### config.mk
export PLATFORM = sky130hd
export DESIGN_NAME = zero_io_channels
export DESIGN_NICKNAME = d
export VERILOG_FILES = /design/src/rtl/zero_io_pkg.sv /design/src/rtl/zero_io_fifo.sv /design/src/rtl/zero_io_channels.sv
export SDC_FILE = /design/constraint.sdc
export NUM_CORES = 1
export LEC_CHECK = 0
export ABC_CLOCK_PERIOD_IN_PS = 2300
export CAP_MARGIN = 25
export CORE_ASPECT_RATIO = 0.7
export CORE_UTILIZATION = 30
export CTS_BUF_LIST = sky130_fd_sc_hd__clkbuf_4
export DETAILED_ROUTE_END_ITERATION = 8
export HOLD_SLACK_MARGIN = 0.05
export PLACE_DENSITY_LB_ADDON = 0.15
export SYNTH_ARGS = -nofsm -noshare
export SYNTH_HDL_FRONTEND = slang
export SYNTH_SLANG_ARGS = --single-unit
### constraint.sdc
create_clock -name clock -period 2.3 [get_ports clock]
set_input_delay 0.46 -clock clock [delete_from_list [all_inputs] [get_ports clock]]
set_output_delay 0.46 -clock clock [all_outputs]
set_load 0.005 [all_outputs]
### src/rtl/zero_io_pkg.sv
// rtl/zero_io_pkg.sv - shared element type and width helpers for the zero machine I/O unit
package zero_io_pkg;

    localparam int MemoryElementWidthDefault = 12;

    typedef logic [MemoryElementWidthDefault-1:0] element_t;

    // Channel-select width; a single channel still needs a 1-bit select port.
    function automatic int cw_of(input int nchannels);
        return (nchannels > 1) ? $clog2(nchannels) : 1;
    endfunction

    // Occupancy counters must represent 0..depth inclusive.
    function automatic int iw_of(input int depth);
        return $clog2(depth + 1);
    endfunction

    function automatic int ow_of(input int depth);
        return $clog2(depth + 1);
    endfunction

    function automatic int ptr_w(input int depth);
        return (depth > 1) ? $clog2(depth) : 1;
    endfunction

endpackage

### src/rtl/zero_io_fifo.sv
// rtl/zero_io_fifo.sv - parametrised FIFO with count and optional overwrite-oldest mode
module zero_io_fifo
    import zero_io_pkg::*;
#(
    parameter int  W         = MemoryElementWidthDefault,
    parameter int  DEPTH     = 4,
    parameter bit  OVERWRITE = 1'b0,
    localparam int CNTW      = iw_of(DEPTH),
    localparam int PW        = ptr_w(DEPTH)
) (
    input  logic            clock,
    input  logic            reset_n,
    input  logic            push,
    input  logic [W-1:0]    push_data,
    input  logic            pop,
    output logic [W-1:0]    head_data,
    output logic [CNTW-1:0] count,
    output logic            full
);

    logic [W-1:0]  mem [DEPTH];
    logic [PW-1:0] wr_ptr;
    logic [PW-1:0] rd_ptr;
    logic          empty;
    logic          push_ok;
    logic          pop_ok;
    logic          drop_oldest;

    // Depth need not be a power of two, so wrap by compare rather than truncation.
    function automatic logic [PW-1:0] bump(input logic [PW-1:0] p);
        return (p == PW'(DEPTH - 1)) ? '0 : p + 1'b1;
    endfunction

    assign full        = (count == CNTW'(DEPTH));
    assign empty       = (count == '0);
    assign pop_ok      = pop && !empty;
    assign push_ok     = push && (!full || OVERWRITE);
    assign drop_oldest = push_ok && full && !pop_ok;
    assign head_data   = mem[rd_ptr];

    always_ff @(posedge clock) begin
        if (push_ok) begin
            mem[wr_ptr] <= push_data;
        end
    end

    always_ff @(posedge clock or negedge reset_n) begin
        if (!reset_n) begin
            wr_ptr <= '0;
            rd_ptr <= '0;
            count  <= '0;
        end else begin
            if (push_ok) begin
                wr_ptr <= bump(wr_ptr);
            end
            if (pop_ok || drop_oldest) begin
                rd_ptr <= bump(rd_ptr);
            end
            if (push_ok && !pop_ok && !drop_oldest) begin
                count <= count + 1'b1;
            end else if (pop_ok && !push_ok) begin
                count <= count - 1'b1;
            end
        end
    end

endmodule

### src/rtl/zero_io_channels.sv
// rtl/zero_io_channels.sv - multi-channel input FIFOs and output ring for the zero machine
module zero_io_channels
    import zero_io_pkg::*;
#(
    parameter int  MemoryElementWidth = MemoryElementWidthDefault,
    parameter int  NChannels          = 2,
    parameter int  NIn                = 4,
    parameter int  NOut               = 5,
    parameter bit  OutWrap            = 1'b1,
    localparam int W                  = MemoryElementWidth,
    localparam int CW                 = cw_of(NChannels),
    localparam int IW                 = iw_of(NIn),
    localparam int OW                 = ow_of(NOut)
) (
    input  logic          clock,
    input  logic          reset_n,
    input  logic          ld_valid,
    input  logic [CW-1:0] ld_chan,
    input  logic [W-1:0]  ld_data,
    output logic          ld_ready,
    input  logic          in_req,
    input  logic [CW-1:0] in_chan,
    output logic          in_ack,
    output logic          in_hit,
    output logic [W-1:0]  in_data,
    output logic [IW-1:0] in_size,
    input  logic          out_valid,
    input  logic [W-1:0]  out_data,
    output logic          out_ready,
    output logic          dr_valid,
    output logic [W-1:0]  dr_data,
    input  logic          dr_ready,
    output logic          overflow
);

    logic [IW-1:0] ch_count [NChannels];
    logic [W-1:0]  ch_head  [NChannels];
    logic          ch_full  [NChannels];

    logic          sel_ld_full;
    logic [IW-1:0] sel_in_count;
    logic [W-1:0]  sel_in_head;
    logic          in_avail;

    logic [OW-1:0] out_count;
    logic          out_full;
    logic          out_push;
    logic          drain_take;
    logic          ovf_set;

    genvar gi;
    generate
        for (gi = 0; gi < NChannels; gi++) begin : g_in
            logic ch_push;
            logic ch_pop;

            assign ch_push = ld_valid && ld_ready && (ld_chan == CW'(gi));
            assign ch_pop  = in_req && (in_chan == CW'(gi));

            zero_io_fifo #(
                .W         (W),
                .DEPTH     (NIn),
                .OVERWRITE (1'b0)
            ) u_in_fifo (
                .clock     (clock),
                .reset_n   (reset_n),
                .push      (ch_push),
                .push_data (ld_data),
                .pop       (ch_pop),
                .head_data (ch_head[gi]),
                .count     (ch_count[gi]),
                .full      (ch_full[gi])
            );
        end
    endgenerate

    // A select beyond NChannels reads as an empty, never-ready channel.
    always_comb begin
        sel_ld_full  = 1'b1;
        sel_in_count = '0;
        sel_in_head  = '0;
        for (int i = 0; i < NChannels; i++) begin
            if (ld_chan == CW'(i)) begin
                sel_ld_full = ch_full[i];
            end
            if (in_chan == CW'(i)) begin
                sel_in_count = ch_count[i];
                sel_in_head  = ch_head[i];
            end
        end
    end

    assign ld_ready = !sel_ld_full;
    assign in_size  = sel_in_count;
    assign in_avail = (sel_in_count != '0);

    always_ff @(posedge clock or negedge reset_n) begin
        if (!reset_n) begin
            in_ack  <= 1'b0;
            in_hit  <= 1'b0;
            in_data <= '0;
        end else begin
            in_ack <= in_req;
            in_hit <= in_req && in_avail;
            if (in_req && in_avail) begin
                in_data <= sel_in_head;
            end
        end
    end

    assign out_ready  = OutWrap ? 1'b1 : !out_full;
    assign out_push   = out_valid && out_ready;
    assign dr_valid   = (out_count != '0);
    assign drain_take = dr_valid && dr_ready;
    // A same-cycle drain frees the slot, so only an unserviced full write loses data.
    assign ovf_set    = OutWrap && out_push && out_full && !drain_take;

    zero_io_fifo #(
        .W         (W),
        .DEPTH     (NOut),
        .OVERWRITE (OutWrap)
    ) u_out_ring (
        .clock     (clock),
        .reset_n   (reset_n),
        .push      (out_push),
        .push_data (out_data),
        .pop       (dr_ready),
        .head_data (dr_data),
        .count     (out_count),
        .full      (out_full)
    );

    always_ff @(posedge clock or negedge reset_n) begin
        if (!reset_n) begin
            overflow <= 1'b0;
        end else if (ovf_set) begin
            overflow <= 1'b1;
        end
    end

endmodule
### Yosys cells after proc, flatten, opt, wreduce, memory -nomap -nowiden

Memory sizes are Yosys's and may differ from the RTL's.
Cells that the tools add are included.

* $add $sub $neg: 12
* $mul: 0
* div/mod/pow operators: 0
* $lt $le $gt $ge: 0
* eq/ne operators: 9
* shift-type cells: 0
* mux-type cells: 21
* bitwise gates (word level): 2
* reduce and logical (&&, ||, !) cells: 55

Operator list (number)
* $logic_and 1x1->1: 28
* $mux 3: 9
* $logic_not 1->1: 16
* $add 3x1->3 const B: 5
* $eq 3x3->1 const B: 5
* $mux 12: 1
* $logic_not 3->1: 3
* $sub 3x1->3 const B: 3
* $add 2x1->2 const B: 4
* $eq 2x2->1 const B: 4
* $mux 2: 4
* $mux 1: 7
* $reduce_bool 2->1: 3
* $reduce_bool 3->1: 2
* $logic_or 1x1->1: 3
* $not 1->1: 2

* register bits after elaboration: 38
* latch bits: 0
* memory bits (writable): 156
* memory bits (read-only): 0
* bits of input ports: 32
* output and inout port bits: 33
* word-level logic and storage cells: 115
* memories kept: 3

Memories
* u_out_ring.mem: depth 5, width 12, read ports 1, clocked after memory_dff 0, write ports 1, line zero_io_fifo.sv:21 `logic [W-1:0] mem [DEPTH];`
* g_in[0].u_in_fifo.mem: depth 4, width 12, read ports 1, clocked after memory_dff 0, write ports 1, line zero_io_fifo.sv:21
* g_in[1].u_in_fifo.mem: depth 4, width 12, read ports 1, clocked after memory_dff 0, write ports 1, line zero_io_fifo.sv:21

### Logic depth before layout (Yosys ltp)

Gate-level depths: netlist of the first run.

* depth in word-level cells: 11
* depth in mapped cells: 10
* mapped depth without buffers: 9

### Modules after synthesis

From an unflattened synthesis of the first run, not the netlist that was laid out.

* cell total of the unflattened synthesis: 462
* area total of the unflattened synthesis: 8395.6 um2

Modules (own cells, without submodules)
* zero_io_fifo at u_out_ring: times used 1, cells each 166, area an instance 2957.8 um2, seq. area each 2026.9 um2
* zero_io_fifo at g_in[1].u_in_fifo: times used 1, cells each 118, area an instance 2304.7 um2, seq. area each 1616.6 um2
* zero_io_fifo at g_in[0].u_in_fifo: times used 1, cells each 120, area an instance 2275.9 um2, seq. area each 1616.6 um2
* zero_io_channels: times used 1, cells each 58, area an instance 857.1 um2, seq. area each 375.4 um2

### Least setup slack after synthesis of the first run

OpenSTA, ideal clock, no wires.

* kind: input to register
* start: input port out_valid
* end: register u_out_ring.count[2]
* library setup time: 0.132 ns
* arrival time: 2.229 ns
* data required time: 2.168 ns
* setup slack: -0.061 ns
* stages on the path: 10
* path buffers: 1
* path through: clkbuf_1 and3b_1 o21ai_0 and2_1 nand2_1 fa_1 nor3_1 a31oi_1 o22ai_1 a211oi_1

* word-level cells in the longest chain between the ends: 5
* elaborated cells on any way between the ends: 9
* those cells by class: 1 x mux; 8 x reduce/logical

RTL lines
* start: declaration: line zero_io_channels.sv:27 `input logic out_valid,`
* $logic_and 1x1->1 (2 in series): line zero_io_fifo.sv:38 `assign drop_oldest = push_ok && full && !pop_ok;`
* $logic_not 1->1: line zero_io_fifo.sv:59 `if (push_ok && !pop_ok && !drop_oldest) begin`
* $logic_and 1x1->1: line zero_io_fifo.sv:59
* $mux 3 / $reduce_bool 2->1 (equally long branches)
* end signal: assignment: line zero_io_fifo.sv:60 `count <= count + 1'b1;`
* end signal: assignment: line zero_io_fifo.sv:62 `count <= count - 1'b1;`
* end: declaration: line zero_io_fifo.sv:17 `output logic [CNTW-1:0] count,`

Parallel ways exist; a longest one is shown, timed or not.
A chain may end at the register's enable or synchronous reset.

### Worst setup path in the final report of the first run

* start: register u_out_ring.rd_ptr[0]
* end: output port dr_data[6]

* word-level cells in the longest chain between the ends: 1

RTL lines
* start: declaration: line zero_io_fifo.sv:23 `logic [PW-1:0] rd_ptr;`
* start signal: assignment: line zero_io_fifo.sv:57 `rd_ptr <= bump(rd_ptr);`
* $mem_v2 5x12
* end: declaration: line zero_io_channels.sv:31 `output logic [W-1:0] dr_data,`

No other way between the ends.

==> flow_metrics.tcl, run 1 <==
set metrics [dict create \
    slew_violations 0 \
    ys_ff_latch 194 \
    hold_violations 0 \
    pwr-share-clk_pct 17.1 \
    std_cell_rows 49 \
    synth_edf_count 156 \
    yosysWarningCount 0 \
    critical_path.max_stage_delay_ps 480 \
    vias 4451 \
    crit_slowest_cell "mux4_2" \
    clock_latency_ps 600 \
    fillers 2442 \
    async_flop_share_pct 19.6 \
    rsz0062_at_grt "true" \
    cts_tree "yes" \
    violations "negative setup slack" \
    viasPerCell 4.46 \
    grt_pass1_wl_mm 27.2 \
    port_buffers 63 \
    path_common_cell "nand2_1" \
    max_slew.worst_pin.slew_ps 773 \
    timing.fmax_mhz 397 \
    peakVddDrop_mv 0.387 \
    area_delta_synth_final_pct 24.7 \
    fin_skew_ps 24.1 \
    relSlewSlack_pct 48.4 \
    drtAntennaViolNets 0 \
    ys.flop_type "edfxtp_1" \
    synth_cells 498 \
    sw_frac_of_total_pct 32.9 \
    drive_gt1_share_pct 25.8 \
    design_power_total_mw 10.9 \
    wl_mm 17.0 \
    synth_cell_type_count 49 \
    grtUsageTotal_pct 13.5 \
    crit_required_ps 1840 \
    cts.sinks 194 \
    power.leakage_nw 3.64 \
    die_h_um 138 \
    start_util_pct 30.8 \
    holdCritPathClass "input port to asynchronous set/reset pin" \
    grt-ovfl-total 0 \
    syn-num-nets 547 \
    cp-start-kind "register" \
    critical_path_peak_fanout 6 \
    die_w_um 197 \
    timing.final.crit_share_pct 109 \
    clk_pin_slew_ps 170 \
    place_congestion 0.673 \
    power_frac_comb_pct 38.9 \
    nets 675 \
    p_int_mw 7.34 \
    wl_per_cell_um 17.1 \
    finalSetupTns_ps -2120 \
    ys_seq_area_share_pct 70.8 \
    syn_area_um2 7960 \
    grt_max_degree 39 \
    clk_path_buf_depth 2 \
    grt_pass1_vias 4764 \
    switchingPower_mw 3.60 \
    htree_levels 4 \
    drcViolationCount 0 \
    critPathCaptureType "output pin" \
    crit_arrival_ps 2060 \
    crit_type "register to output pin" \
    p_seq_share_pct 43.9 \
    min_period_ps 2520 \
    max_cap_violations 0 \
    hpwlAfterDp_mm 10.8 \
    setup_viol 13 \
    cts_root_buf "clkbuf_4" \
    drtIter0Drc 230 \
    power.density_nw_per_um2 1100 \
    ios 65 \
    drt_pass1_iterations 4 \
    setup_ws_ps -216 \
    cts_made_buffers 17 \
    antenna_found_initial 1 \
    coreArea_um2 25900 \
    avgSynthCellArea_um2 16.0 \
    post_dp_cell_area_um2 9460 \
    run_status "finished, violations left" \
    stdcell_area_um2 9930 \
    crit_chain "buf_12 -> buf_6 -> mux4_2 -> nand2_1 -> nand2_1 -> buf_2" \
    dieArea_um2 27200 \
]
-- metal layers --
layer	up-vias	wire (µm)	global-route usage, %
met5	-	0	0
met3	14	462	3.12
met1	2263	8200	18.3
met4	0	208	4.28
li1	2126	-	-
met2	48	8150	21.5
-- worst max-delay path: cells and delay by family (launching register included) --
kind                   cells  cell delay [ps]
flip-flops                 1              460
AND/OR/NAND/NOR            2              160
buffers and inverters      3              370
multiplexers               1              480
-- cells in the mapped netlist, drive strengths merged (2+ instances only) --
library cell    n  area [µm²]
o22ai          14        87.6
and3            5        36.3
ha             14         175
clkbuf         10        37.5
inv            13        48.8
nor3b           2        15.0
a21oi          18        90.1
a211oi          2        15.0
or3             2        12.5
nor2           11        43.8
xnor2           5        43.8
a21o            4        30.0
o21ai          26         130
mux4           24         541
a31oi           2        12.5
mux2i          25         250
o21a            2        15.0
buf            14        77.6
nand2          65         244
nor2b           4        25.0
fa              3        60.1
mux2            9         113
nand3           2        10.0
nor3            4        20.0
dfrtp          38         951
edfxtp        156        4680
and2            9        60.1
nand2b          3        18.8
-- through the flow --
stage	std cells	hold slack [ps]	worst slack, ps	utilization [%]
after floorplan	498	164	25.4	-
after global placement	943	463	-206	36.6
after detailed placement	943	464	-241	36.6
after CTS	995	416	-321	38.3
after global routing	997	427	-343	38.4
final	997	426	-216	38.4
-- cell type report --
type / instances / area [µm²] / area share (%)
clock inverters: 15 / 166 / 1.68
clock buffers: 17 / 128 / 1.28
repair buffers: 133 / 1320 / 13.3
multi-input cells: 267 / 2180 / 22.0
inverters: 13 / 48.8 / 0.491
flip-flops and latches: 194 / 5640 / 56.8
well taps: 357 / 447 / 4.50
diodes: 1 / 2.50 / 0.0252
-- timing repair --
item / in CTS / in global routing
cloned: 1 / 0
hold buffers: 1 / 0
pin swaps: 14 / 5
gates resized for setup: 72 / 6
setup buffers: 18 / 1
endpoints found under the hold margin: 38 / 0
endpoints found under the setup margin: 17 / 16
-- flip-flops by register name, summed over array words and instances, names as in the netlist --
name and count:
g_in.u_in_fifo.mem 96, g_in.u_in_fifo.rd_ptr 4, in_data 12, u_out_ring.rd_ptr 3, in_hit 1, u_out_ring.wr_ptr 3
u_out_ring.mem 60, in_ack 1, u_out_ring.count 3, g_in.u_in_fifo.count 6, overflow 1, g_in.u_in_fifo.wr_ptr 4
-- layout by cell type (no fill, tap or decap), drive strengths merged, types with 5 or more instances in the layout --
cell type      Yosys  layout
clkdlybuf4s50      0      45
clkbuf            10      18
and3               5       5
inv               13      20
ha                14      14
buf               14      82
o22ai             14      14
o21ai             26      26
a21oi             18      18
clkinv             0       6
mux2i             25      25
and2               9       9
mux2               9       9
dfrtp             38      38
xnor2              5       5
nor2              11      11
edfxtp           156     156
mux4              24      24
nand2             65      65
-- cells by family (layout without fill, tap and decap cells) --
| group | after synthesis | in the layout | synth area share [%] |
|---|---|---|---|
| other cells | 1 | 2 | 0.0471 |
| xor+xnor | 6 | 6 | 0.660 |
| flops | 194 | 194 | 70.8 |
| buf+inv | 37 | 178 | 2.06 |
| compound gates | 73 | 73 | 5.56 |
| simple gates | 111 | 111 | 6.49 |
| fa+ha+maj | 18 | 18 | 3.08 |
| mux | 58 | 58 | 11.3 |
-- power by group through the flow --
stage / clock [mW] / sequential [mW] / combinational [mW]
final: 1.88 / 4.80 / 4.26
after global routing: 2.08 / 4.89 / 4.71
after CTS: 1.96 / 4.82 / 4.32
after detailed placement: 0 / 4.89 / 4.09
after global placement: 0 / 4.86 / 4.03
after floorplan: 0 / 4.84 / 2.30
-- final timing paths --
path,slack (ps),startpoint,to,cells after the start
setup / recovery,-220,u_out_ring.rd_ptr[0]$_DFFE_PN0P_,dr_data[6],6
hold / removal,430,reset_n,in_data[9]$_DFFE_PN0P_,3
setup reg to reg,120,g_in[0].u_in_fifo.count[2]$_DFFE_PN0P_,g_in[0].u_in_fifo.count[2]$_DFFE_PN0P_,9
hold reg to reg,490,overflow$_DFFE_PN0N_,overflow$_DFFE_PN0N_,1
max in group asynchronous,1400,reset_n,u_out_ring.rd_ptr[0]$_DFFE_PN0P_,3
min in group clock,470,in_req,in_ack$_DFF_PN0_,2
Power figures use the tool's default switching activity.
==> run 2: changes to the inputs <==
--- a/config.mk
+++ b/config.mk
@@ -5,6 +5,7 @@
 export SDC_FILE = /design/constraint.sdc
 export NUM_CORES = 1
 export LEC_CHECK = 0
+export ABC_AREA = 1
 export ABC_CLOCK_PERIOD_IN_PS = 2300
 export CAP_MARGIN = 25
 export CORE_ASPECT_RATIO = 0.7
@@ -12,7 +13,8 @@
 export CTS_BUF_LIST = sky130_fd_sc_hd__clkbuf_4
 export DETAILED_ROUTE_END_ITERATION = 8
 export HOLD_SLACK_MARGIN = 0.05
-export PLACE_DENSITY_LB_ADDON = 0.15
+export PLACE_DENSITY = 0.58
 export SYNTH_ARGS = -nofsm -noshare
 export SYNTH_HDL_FRONTEND = slang
 export SYNTH_SLANG_ARGS = --single-unit
+export TNS_END_PERCENT = 50
==> flow_metrics.tcl, run 2 <==
set metrics [dict create \
    coreArea_um2 26100 \
    final_common_cell "edfxtp_1" \
    crit_required_ps 1840 \
    synth_edf_count 156 \
    synth_cells 712 \
    cp-start-kind "register" \
    power_frac_comb_pct 38.3 \
    setup_ws_ps -0.186 \
    wl_mm 18.1 \
    stdcell_area_um2 9820 \
    antenna_found_initial 1 \
    synth_cell_type_count 29 \
    avgSynthCellArea_um2 11.4 \
    cts.sinks 194 \
    holdCritPathClass "input port to register" \
    yosysWarningCount 0 \
    drtAntennaViolNets 0 \
    vias 5334 \
    wl_per_cell_um 15.3 \
    synth-adder-area-share_pct 2.90 \
    htree_levels 4 \
    synth_top_family_by_area "simple AND/OR/NAND/NOR gates" \
    nets 864 \
    synth_area_leaders "edfxtp_1, dfrtp_1, nor2_1, nand2_1, o21ai_0" \
    ys.flop_type "edfxtp_1" \
    use_met3_pct 3.42 \
    holdWs_ps 427 \
    max_slew.worst_pin.slew_ps 897 \
    synth_top_area_share_pct 57.8 \
    run_status "finished, violations left" \
    cts_root_buf "clkbuf_4" \
    largest_register_ffs 96 \
    rsz0062_at_grt "true" \
    synth_xor_area_share_pct 0.108 \
    mostFrequentLayoutCells "edfxtp_1, nor2_1, nand2_1, o21ai_0, clkdlybuf4s50_1" \
    timing.fmax_mhz 435 \
    p_int_mw 6.68 \
    design_power_total_mw 10.8 \
    pwr-share-clk_pct 17.4 \
    hpwlAfterDp_mm 11.5 \
    peakVddDrop_mv 0.385 \
    critical_path_peak_fanout 3 \
    cts_made_buffers 17 \
    area_delta_synth_final_pct 21.0 \
    synth_compound_area_share_pct 7.50 \
    grt-ovfl-total 0 \
    fillers 2586 \
    crit_arrival_ps 1840 \
    synth_top_area_cell "edfxtp_1" \
    min-delay-start "in_req" \
    start_util_pct 31.1 \
    post_dp_cell_area_um2 9400 \
    grtUsageTotal_pct 13.8 \
    ys_ff_latch 194 \
    critPathLaunch "g_in[1].u_in_fifo.count[0]$_DFFE_PN0P_" \
    gr-usage-met2_pct 19.2 \
    dpl_worst_slack_ps -71.1 \
    clk_pin_slew_ps 180 \
    violations "negative setup slack" \
    die_h_um 140 \
    power.density_nw_per_um2 1100 \
    clk_path_buf_depth 2 \
    relSlewSlack_pct 40.2 \
    hold_violations 0 \
    critPathCaptureType "output pin" \
    reg_top3 "g_in.u_in_fifo.mem x96, u_out_ring.mem x60, in_data x12" \
    dieArea_um2 27700 \
    synth_simple_gate_area_share_pct 15.6 \
    gr-usage-met1_pct 21.4 \
    regMostFlops "g_in.u_in_fifo.mem" \
    syn-num-nets 761 \
    muxShareOfSynthArea_pct 0 \
    place_congestion 0.816 \
    port_buffers 63 \
    max_cap_violations 0 \
    fin_skew_ps 33.5 \
    cts_tree "yes" \
    drcViolationCount 0 \
    die_w_um 199 \
    sw_frac_of_total_pct 38.3 \
    std_cell_rows 49 \
    crit_type "register to output pin" \
    synth.most_common_cell "edfxtp_1" \
    ys_seq_area_share_pct 69.5 \
    top_usage_layer "met1" \
    finalSetupTns_ps -0.186 \
    grt_pass1_vias 5043 \
    syn_area_um2 8110 \
    min_period_ps 2300 \
    clock_latency_ps 600 \
    r2r_start "u_out_ring.count[0]$_DFFE_PN0P_" \
    power.leakage_nw 3.76 \
    ios 65 \
    slew_violations 0 \
    p_seq_share_pct 44.2 \
    grt_max_degree 33 \
    synth_common_cells "edfxtp_1, nor2_1, nand2_1" \
    drt_pass1_iterations 5 \
    timing.final.crit_share_pct 100 \
    switchingPower_mw 4.15 \
    grt_pass1_wl_mm 28.5 \
    drtIter0Drc 498 \
    drive_gt1_share_pct 15.1 \
    viasPerCell 4.50 \
    async_flop_share_pct 19.6 \
    setup_viol 1 \
]
run 2: changes by cell type after synthesis, moves of 14 or more:
| cell | delta |
|---|---|
| inv_1 | +28 |
| mux4_2 | -24 |
| o22ai_1 | -14 |
| mux2i_1 | -25 |
| nand3_1 | +32 |
| o21ai_0 | +42 |
| nand2_1 | +66 |
| nor2_1 | +128 |
run 2: repair_timing:
item	CTS	global route
hold endpoints to repair	30	0
hold buffers	1	0
setup buffers	10	1
pin swaps	11	12
resized for setup	72	15
setup endpoints to repair	17	16
run 2: worst paths after layout:
kind,endpoint,slack [ps],depth (start not counted)
worst max-delay path,ld_ready,-0.2,4
worst min-delay path,in_ack$_DFF_PN0_,430,1
worst max register to register,u_out_ring.count[2]$_DFFE_PN0P_,540,10
worst min register to register,overflow$_DFFE_PN0N_,500,1
max in group asynchronous,g_in[0].u_in_fifo.count[1]$_DFFE_PN0P_,1130,3
min in group asynchronous,g_in[1].u_in_fifo.rd_ptr[0]$_DFFE_PN0P_,500,2
run 2: cell type report:
class | instances | area [µm²] | share of cell area, %
Sequential cell | 194 | 5640 | 57.5
Clock buffer | 17 | 128 | 1.30
Antenna cell | 1 | 2.50 | 0.0255
Inverter | 45 | 176 | 1.80
Timing Repair Buffer | 114 | 1080 | 11.0
Tap cell | 357 | 447 | 4.55
Multi-Input combinational cell | 443 | 2160 | 22.0
Clock inverter | 15 | 183 | 1.86
run 2: logic make-up after synthesis:
family                   after synthesis
flip-flops                           194
AND/OR/NAND/NOR                      314
adder cells (fa/ha/maj)               17
AO/OA/AOI/OAI                        110
other                                  1
buffers and inverters                 75
XOR/XNOR                               1
run 2: layer usage:
metal  up-vias  wire length (µm)  share of wire (%)
met2        88              7710                 43
met4         0               136               0.75
met5         -                 0                  0
li1       2646                 -                  -
met1      2594              9540                 53
met3         6               731                4.0
run 2: worst max-delay path: stages, from the launching register on:
cell           delay, ps
dfrtp_2              460
nor2_4               160
a21oi_2               80
or2_2                290
dlygate4sd2_1        260
run 2: power groups by stage:
stage | sequential (mW) | combinational, mW | clock, mW
floorplan | 4.81 | 2.39 | 0
detailed placement | 4.86 | 4.07 | 0
global route | 4.87 | 4.70 | 2.09
global placement | 4.85 | 4.02 | 0
finish | 4.79 | 4.15 | 1.89
CTS | 4.79 | 4.16 | 1.96
run 2: metrics by stage:
step	cells	util (%)
final	1186	37.6
after global routing	1186	37.6
after CTS	1184	37.5
after detailed placement	1141	36.0
after global placement	1141	36.0
after floorplan	712	-
